==> config.mk <==
export PLATFORM = sky130hd
export DESIGN_NAME = multicast_fork_ctrl_flat
export DESIGN_NICKNAME = d
export VERILOG_FILES = /design/src/rtl/multicast_fork_ctrl_if.sv /design/src/rtl/multicast_fork_ctrl.sv /design/src/flat_wrapper.sv
export SDC_FILE = /design/constraint.sdc
export NUM_CORES = 1
export LEC_CHECK = 0
export ABC_AREA = 1
export CAP_MARGIN = 20
export CORE_MARGIN = 2
export CORE_UTILIZATION = 45
export DETAILED_ROUTE_END_ITERATION = 8
export HOLD_SLACK_MARGIN = 0.12
export PLACE_DENSITY = 0.94
export SLEW_MARGIN = 20
export SYNTH_ARGS = -nofsm -noshare
export SYNTH_HDL_FRONTEND = slang
export SYNTH_SLANG_ARGS = --single-unit
==> constraint.sdc <==
create_clock -name clk -period 2.9 [get_ports clk]
set_input_delay 0.29 -clock clk [delete_from_list [all_inputs] [get_ports clk]]
set_output_delay 0.29 -clock clk [all_outputs]
set_load 0.02 [all_outputs]
==> src/rtl/multicast_fork_ctrl_if.sv <==
// Handshake bundle between a multicast input buffer, the output
// arbiters and the multicast replication sequencer.
interface multicast_fork_ctrl_if #(
    parameter int DATASIZE = 30
);
    logic                in_valid;
    logic [DATASIZE-1:0] in_data;
    logic [2:0]          in_label;
    logic                in_ready;
    logic [2:0]          req;
    logic [2:0]          grant;
    logic                e_full;
    logic                s_full;
    logic [2:0]          out_valid;
    logic [DATASIZE-1:0] out_data;
    logic                busy;
    logic                starve;

    modport slave (
        input  in_valid, in_data, in_label, grant, e_full, s_full,
        output in_ready, req, out_valid, out_data, busy, starve
    );

    modport master (
        output in_valid, in_data, in_label, grant, e_full, s_full,
        input  in_ready, req, out_valid, out_data, busy, starve
    );
endinterface

==> src/rtl/multicast_fork_ctrl.sv <==
// Multicast replication sequencer: holds one head flit and requests
// each branch {E,S,L} of its mask until all branches are served.
module multicast_fork_ctrl #(
    parameter int DATASIZE = 30,
    parameter int MAX_WAIT = 15,
    parameter int CNT_W    = 4
) (
    input  logic                  clk,
    input  logic                  rst_n,
    input  logic                  flush,
    multicast_fork_ctrl_if.slave  bus
);
    typedef enum logic [0:0] {
        IDLE  = 1'b0,
        SERVE = 1'b1
    } state_t;

    state_t              state_q, state_d;
    logic [2:0]          pending_q, pending_d;
    logic [DATASIZE-1:0] data_q, data_d;
    logic [CNT_W-1:0]    wait_cnt_q, wait_cnt_d;

    logic [2:0] full_v;
    logic [2:0] served;
    logic [2:0] req_c;
    logic       pop_c;

    assign full_v = {bus.e_full, bus.s_full, 1'b0};

    // Next state, pending mask, hold register and wait counter.
    always_comb begin
        state_d    = state_q;
        pending_d  = pending_q;
        data_d     = data_q;
        wait_cnt_d = wait_cnt_q;
        req_c      = 3'b000;
        served     = 3'b000;
        pop_c      = 1'b0;
        unique case (state_q)
            IDLE: begin
                wait_cnt_d = '0;
                if (bus.in_valid) begin
                    if (bus.in_label != 3'b000) begin
                        data_d    = bus.in_data;
                        pending_d = bus.in_label;
                        state_d   = SERVE;
                    end else begin
                        // Empty mask: nothing to replicate, just pop it.
                        pop_c = 1'b1;
                    end
                end
            end
            SERVE: begin
                req_c     = pending_q;
                served    = req_c & bus.grant & ~full_v;
                pending_d = pending_q & ~served;
                if (served != 3'b000) begin
                    wait_cnt_d = '0;
                end else if (wait_cnt_q != CNT_W'(MAX_WAIT)) begin
                    wait_cnt_d = wait_cnt_q + CNT_W'(1);
                end
                if (pending_d == 3'b000) begin
                    pop_c   = 1'b1;
                    state_d = IDLE;
                end
            end
        endcase
        // Abort drops the held flit without popping or transferring.
        if (flush) begin
            state_d    = IDLE;
            pending_d  = 3'b000;
            wait_cnt_d = '0;
            req_c      = 3'b000;
            served     = 3'b000;
            pop_c      = 1'b0;
        end
    end

    // State registers; reset is asserted while rst_n is high.
    always_ff @(posedge clk or posedge rst_n) begin
        if (rst_n) begin
            state_q    <= IDLE;
            pending_q  <= 3'b000;
            data_q     <= '0;
            wait_cnt_q <= '0;
        end else begin
            state_q    <= state_d;
            pending_q  <= pending_d;
            data_q     <= data_d;
            wait_cnt_q <= wait_cnt_d;
        end
    end

    assign bus.req       = req_c;
    assign bus.out_valid = served;
    assign bus.out_data  = data_q;
    assign bus.in_ready  = pop_c & ~rst_n;
    assign bus.busy      = (state_q == SERVE);
    assign bus.starve    = (wait_cnt_q == CNT_W'(MAX_WAIT));
endmodule

==> src/flat_wrapper.sv <==
// flat-port wrapper written by rule: the top's interface ports become plain ports
module multicast_fork_ctrl_flat 
#(
    parameter int DATASIZE = 30,
    parameter int MAX_WAIT = 15,
    parameter int CNT_W    = 4
)
  (clk, rst_n, flush, bus_in_valid, bus_in_data, bus_in_label, bus_grant, bus_e_full, bus_s_full, bus_in_ready, bus_req, bus_out_valid, bus_out_data, bus_busy, bus_starve);
  multicast_fork_ctrl_if #(.DATASIZE(DATASIZE)) bus_i ();
  input  logic clk;
  input  logic rst_n;
  input  logic flush;
  input wire logic [$bits(bus_i.in_valid)-1:0] bus_in_valid;
  input wire logic [$bits(bus_i.in_data)-1:0] bus_in_data;
  input wire logic [$bits(bus_i.in_label)-1:0] bus_in_label;
  input wire logic [$bits(bus_i.grant)-1:0] bus_grant;
  input wire logic [$bits(bus_i.e_full)-1:0] bus_e_full;
  input wire logic [$bits(bus_i.s_full)-1:0] bus_s_full;
  output wire logic [$bits(bus_i.in_ready)-1:0] bus_in_ready;
  output wire logic [$bits(bus_i.req)-1:0] bus_req;
  output wire logic [$bits(bus_i.out_valid)-1:0] bus_out_valid;
  output wire logic [$bits(bus_i.out_data)-1:0] bus_out_data;
  output wire logic [$bits(bus_i.busy)-1:0] bus_busy;
  output wire logic [$bits(bus_i.starve)-1:0] bus_starve;
  assign bus_i.in_valid = bus_in_valid;
  assign bus_i.in_data = bus_in_data;
  assign bus_i.in_label = bus_in_label;
  assign bus_i.grant = bus_grant;
  assign bus_i.e_full = bus_e_full;
  assign bus_i.s_full = bus_s_full;
  assign bus_in_ready = bus_i.in_ready;
  assign bus_req = bus_i.req;
  assign bus_out_valid = bus_i.out_valid;
  assign bus_out_data = bus_i.out_data;
  assign bus_busy = bus_i.busy;
  assign bus_starve = bus_i.starve;
  multicast_fork_ctrl #(.DATASIZE(DATASIZE), .MAX_WAIT(MAX_WAIT), .CNT_W(CNT_W)) u_core (.clk(clk), .rst_n(rst_n), .flush(flush), .bus(bus_i));
endmodule
==> impl_metrics.yaml, run 1 <==
status:
  status: "finished clean"
final_layout:
  post-route-util_pct: 69.0
  diodes: 0
  multi_input_area_um2: 732
  nets: 339
  fillers: 318
  regArea_um2: 951
  drive_above_1_share_pct: 7.07
  stdcell_count: 347
  area_growth_pct: 50.2
synth:
  syn_nets: 260
  synth-seq-cells: 38
  yosysTopAreaCell: "dfrtp_1"
  syn-cell-area_mm2: 0.00181
  synthCells: 217
  yosys.area.top_type_share_pct: 52.5
  ys_types: 24
  avgSynthCellArea_um2: 8.34
  synth.area.top_cells: "dfrtp_1 53%, nand2_1 17%, nand3_1 11%"
  synth_edf_count: 0
  synth_flop_cell: "dfrtp_1"
  ys_seq_area_share_pct: 52.5
  async_flop_share_pct: 100
  ys_warn_count: 0
timing:
  fin_setup_tns_ns: 0
  setup_viol: 0
  tightest_slew_ns: 0.614
  fmax_ghz: 0.417
  period_share_pct: 82.6
  min_period_ns: 2.40
  skew_ns: 0.00610
  maxSlewHeadroom_pct: 59.0
  slew_violations: 0
  hold_violations: 0
  rsz0062_at_grt: "no"
floorplan:
  core_mm2: 0.00394
  dieArea_mm2: 0.00455
  start_util_pct: 45.9
  ios: 81
  die_h_um: 67.4
  num_rows: 23
  die_w_um: 67.4
clock_tree:
  clkSlewWorstSetupHoldPaths_ns: 0.07
  cts_sinks: 38
  cts-root-buf: "clkbuf_8"
  cts_resized: 0
  cts_tree: "yes"
  postCtsSetupBuffers: 0
  htreeDepth: 2
  clk_latency_ns: 0.29
  cts_hold_buf: 0
  numCtsBuffers: 5
  clockBufferDepth: 2
detailed_routing:
  post_drt_wl_per_cell_um: 13.0
  drt-vias-per-instance: 4.95
  firstDrtPassIters: 4
  drc_errors: 0
  final_antenna_net_count: 0
  drt_iter0_drc: 111
  vias: 1718
  wl_mm: 4.50
job:
  drv_cap: 0
global_routing:
  antenna_found_initial: 0
  gr-total-overflow: 0
  grt_use_total_pct: 20.7
  grt_max_degree: 39
  grt_pass1_vias: 1668
  grt_pass1_wl_mm: 7.18
pwr:
  seq_power_share_pct: 42.0
  peakVddDrop_v: 0.000341
  pwr-share-comb_pct: 29.6
  swShare_pct: 30.7
  powerDensity_mw_per_mm2: 575
  finalPower_mw: 1.56
  power_switching_mw: 0.480
  p_clk_share_pct: 28.4
  p_leak_nw: 1.31
  p_int_mw: 1.08
place:
  place.gp.congestion: 0.859
  placedCellCount: 339
  post-dp-hpwl_mm: 3.35
  io_buffers: 80
critical_path:
  rr_startpoint: "u_core.bus.busy$_DFF_PP0_"
  cp_cell_sequence: "inv_2 -> a21oi_2 -> nand2_1 -> a21oi_1 -> clkdlybuf4s50_1"
  worstPathArrival_ns: 2.11
  cp_num_buf_inv: 2
  rr_endpoint: "u_core.bus.out_data[26]$_DFFE_PP0P_"
  critPathSlowestCell: "dfrtp_1"
  cp_max_fo: 9
  crit_required_ns: 2.61
  slowest_delay_ns: 0.65
  endpoint_kind: "primary output"
  startpoint_type: "register"
  r2r_setup_slack_ns: 1.24
  worstSetupPathType: "reg -> out"
  path_delay_family: "buffers and inverters"
  reg2regPathDepth: 5
worst_hold_path:
  hp-class: "in -> async"
[cell usage after synthesis (2+ instances only)]
cell type,instances
a21oi_1,2
a21oi_2,2
buf_2,3
buf_4,3
buf_6,4
dfrtp_1,38
inv_1,11
nand2_1,84
nand2_4,2
nand3_1,39
nand4_1,2
nor2_1,13
nor2_2,2
nor3_1,2
[worst max path at each step]
stage               cells past startpoint                to  slack [ns]                      start
floorplan                               3      bus_in_ready        1.02                      rst_n
global placement                        5  bus_out_valid[1]        0.71                      flush
detailed placement                      5  bus_out_valid[1]        0.67                      flush
CTS                                     5      bus_in_ready        0.53  u_core.bus.busy$_DFF_PP0_
global route                            5      bus_in_ready        0.37  u_core.bus.busy$_DFF_PP0_
finish                                  5      bus_in_ready        0.50  u_core.bus.busy$_DFF_PP0_
[logic make-up (layout without fill, tap and decap cells)]
| group | count (synthesis) | in the layout | synth area share [%] |
|---|---|---|---|
| buffers and inverters | 22 | 102 | 7.05 |
| and+or+nand+nor | 148 | 148 | 36.5 |
| AOI/OAI and AO/OA | 6 | 6 | 2.28 |
| xor gates and xnor gates | 2 | 2 | 0.968 |
| DFF | 38 | 38 | 52.5 |
| adders and majority gates | 1 | 1 | 0.691 |
[per-stage QoR]
| step | instance area (um^2) | worst slack (ns) | hold WS, ns |
|---|---|---|---|
| 2_1_floorplan | 1810 | 1.02 | 0.356 |
| 3_3_place_gp | 2610 | 0.711 | 0.452 |
| 3_5_place_dp | 2610 | 0.672 | 0.459 |
| 4_1_cts | 2720 | 0.526 | 0.473 |
| 5_1_grt | 2720 | 0.375 | 0.496 |
| 6_report | 2720 | 0.504 | 0.444 |
[layout make-up]
class	count	share of cell area, %
Clock inverter	3	1.66
Tap cell	50	2.30
Clock buffer	5	2.53
Multi-Input combinational cell	157	26.9
Timing Repair Buffer	82	30.0
Sequential cell	38	35.0
Inverter	12	1.66
[state kept, by name (all words and copies together), names as in the netlist]
name,cells
u_core.bus.out_data,30
u_core.wait_cnt_q,4
u_core.bus.busy,1
u_core.pending_q,3
[routing by layer]
metal | track usage (%) | vias to the layer above | share of wire [%]
met3 | 5.00 | 10 | 6.4
met5 | 0 | - | 0
li1 | - | 849 | -
met2 | 38.2 | 53 | 52
met4 | 7.14 | 0 | 1.7
met1 | 23.0 | 806 | 40
[cell usage in the layout, fill, tap and decap left out]
master / count
a21oi_1: 2
a21oi_2: 2
buf_4: 2
bufinv_16: 1
clkbuf_8: 5
clkdlybuf4s50_1: 80
clkinvlp_4: 2
dfrtp_1: 38
ha_1: 1
inv_1: 11
inv_2: 1
nand2_1: 84
nand2_2: 1
nand2_4: 2
nand3_1: 39
nand3_2: 1
nand3b_1: 1
nand4_1: 2
nor2_1: 13
nor2_2: 2
nor2_8: 1
nor3_1: 2
o21ai_0: 1
o21ai_2: 1
xnor2_1: 1
xor2_1: 1
[tightest hold or removal path: stages]
cell             delay, ns
clkdlybuf4s50_1       0.40
inv_1                 0.08
buf_4                 0.40
[power groups by stage]
stage / registers, mW / clock network, mW / logic [mW]
after floorplan: 0.746 / 0 / 0.153
after global placement: 0.661 / 0 / 0.456
after detailed placement: 0.666 / 0 / 0.466
after CTS: 0.657 / 0.453 / 0.468
after global routing: 0.664 / 0.478 / 0.506
final: 0.656 / 0.445 / 0.463
Note: power is estimated with default switching activity, not from simulation.
==> run 2: changes to the inputs <==
CORE_UTILIZATION = 37   (was 45)
PLACE_DENSITY = 0.83   (was 0.94)
clock period = 2 ns   (was 2.9 ns; I/O delays follow)
==> impl_metrics.yaml, run 2 (synthesized netlist as in run 1, its figures left out) <==
status:
  status: "finished clean"
global_routing:
  grt_max_degree: 39
  gr-total-overflow: 0
  grt_pass1_wl_mm: 7.28
  grt_pass1_vias: 1568
  antenna_found_initial: 0
  grt_use_total_pct: 17.0
critical_path:
  slowest_delay_ns: 0.62
  cp_num_cells: 5
  startpoint_type: "primary input"
  reg2regPathDepth: 5
  rr_startpoint: "u_core.bus.busy$_DFF_PP0_"
  cp_num_buf_inv: 3
  path_common_cell: "clkdlybuf4s50_1"
  endpoint_kind: "primary output"
  crit_required_ns: 1.80
  cp_max_fo: 4
  critPathSlowestCell: "clkdlybuf4s50_1"
  r2r_setup_slack_ns: 0.46
  cp_cell_sequence: "clkdlybuf4s50_1 -> inv_1 -> nand2_1 -> nor3_1 -> clkdlybuf4s50_1"
  rr_endpoint: "u_core.bus.out_data[0]$_DFFE_PP0P_"
  path_delay_family: "buffers and inverters"
  endpoint: "bus_out_valid[1]"
  worstPathArrival_ns: 1.69
  worstSetupPathType: "in -> out"
  cp-startpoint: "flush"
floorplan:
  num_rows: 25
  core_mm2: 0.00472
  die_h_um: 74.0
  start_util_pct: 38.3
  die_w_um: 74.0
  ios: 81
  dieArea_mm2: 0.00547
detailed_routing:
  vias: 1731
  final_antenna_net_count: 0
  post_drt_wl_per_cell_um: 12.3
  drt_iter0_drc: 84
  drt-vias-per-instance: 4.68
  drc_errors: 0
  wl_mm: 4.55
  firstDrtPassIters: 4
timing:
  setup_viol: 0
  slew_violations: 0
  tightest_slew_ns: 0.482
  hold_violations: 0
  period_share_pct: 94.3
  maxSlewHeadroom_pct: 67.9
  skew_ns: 0.00526
  min_period_ns: 1.89
  fmax_ghz: 0.530
  fin_setup_tns_ns: 0
  holdWs_ns: 0.369
  rsz0062_at_grt: "no"
clock_tree:
  cts-root-buf: "clkbuf_8"
  postCtsSetupBuffers: 0
  htreeDepth: 2
  cts_hold_buf: 0
  clkSlewWorstSetupHoldPaths_ns: 0.08
  clk_latency_ns: 0.28
  cts_tree: "yes"
  numCtsBuffers: 5
  cts_sinks: 38
  clockBufferDepth: 2
final_layout:
  regArea_um2: 952
  drive_above_1_share_pct: 9.24
  fillers: 422
  final_common_cell: "nand2_1"
  diodes: 0
  multi_input_area_um2: 732
  area_growth_pct: 55.1
  final_cell_mix: "84 x nand2_1, 78 x clkdlybuf4s50_1, 39 x nand3_1, 37 x dfrtp_1, 13 x nor2_1"
  largest_reg_flops: 30
  final_design_area_no_fill_mm2: 0.00281
  nets: 345
place:
  post-dp-hpwl_mm: 3.26
  place.gp.congestion: 0.886
  placed_area_mm2: 0.00267
  io_buffers: 80
pwr:
  peakVddDrop_v: 0.000383
  p_clk_share_pct: 32.1
  seq_power_share_pct: 39.4
  powerDensity_mw_per_mm2: 853
  swShare_pct: 28.6
  p_leak_nw: 1.37
  power_switching_mw: 0.686
  pwr-share-comb_pct: 28.5
  p_int_mw: 1.71
worst_hold_path:
  hp-class: "in -> async"
job:
  drv_cap: 0
-- run 2: how the worst min path moves through the flow --
stage,start,slack [ns],to
5_1_grt,rst_n,0.44,u_core.bus.out_data[17]$_DFFE_PP0P_
3_5_place_dp,u_core.bus.out_data[4]$_DFFE_PP0P_,0.46,u_core.bus.out_data[4]$_DFFE_PP0P_
3_3_place_gp,u_core.bus.out_data[8]$_DFFE_PP0P_,0.45,u_core.bus.out_data[8]$_DFFE_PP0P_
4_1_cts,rst_n,0.39,u_core.bus.out_data[22]$_DFFE_PP0P_
2_1_floorplan,flush,0.27,u_core.bus.busy$_DFF_PP0_
6_report,rst_n,0.37,u_core.bus.out_data[13]$_DFFE_PP0P_
-- run 2: layer usage --
layer	GRT usage [%]	share of wire (%)
met1	21.1	42
met2	30.1	50
met3	3.93	6.7
met4	4.24	0.73
met5	0	0
-- run 2: stage by stage --
stage | worst slack (ns) | instances | power, mW | utilization [%]
after floorplan | 0.304 | 217 | 1.30 | -
after global placement | 0.0392 | 362 | 1.64 | 56.6
after detailed placement | 0.0422 | 362 | 1.65 | 56.6
after CTS | 0.0884 | 370 | 2.43 | 59.5
after global routing | 0.00660 | 370 | 2.53 | 59.5
final | 0.113 | 370 | 2.40 | 59.5
-- run 2: area by class of cell --
cell class	count	share of cell area, %
tap	67	2.98
clock inverter	3	2.45
multi-input combinational	157	26.1
inverter	12	1.60
clock buffer	5	2.45
sequential	38	33.9
timing repair buffer	88	30.6
-- run 2: what timing repair did --
| action | 4_1_cts | 5_1_grt |
|---|---|---|
| endpoints found under the setup margin | 7 | 0 |
| hold endpoints to repair | 0 | 0 |
| gates resized for setup | 3 | 0 |
-- run 2: power by group through the flow --
| stage | logic, mW | registers [mW] | clock network, mW |
|---|---|---|---|
| detailed placement | 0.690 | 0.961 | 0 |
| CTS | 0.692 | 0.946 | 0.793 |
| finish | 0.683 | 0.945 | 0.769 |
| global route | 0.741 | 0.960 | 0.824 |
| floorplan | 0.221 | 1.08 | 0 |
| global placement | 0.681 | 0.957 | 0 |
-- run 2: worst register-to-register path: cells and delay by family (launching register included) --
kind / cells / cell delay, ns
and+or+nand+nor: 4 / 0.60
buffers and inverters: 1 / 0.34
DFF: 1 / 0.49
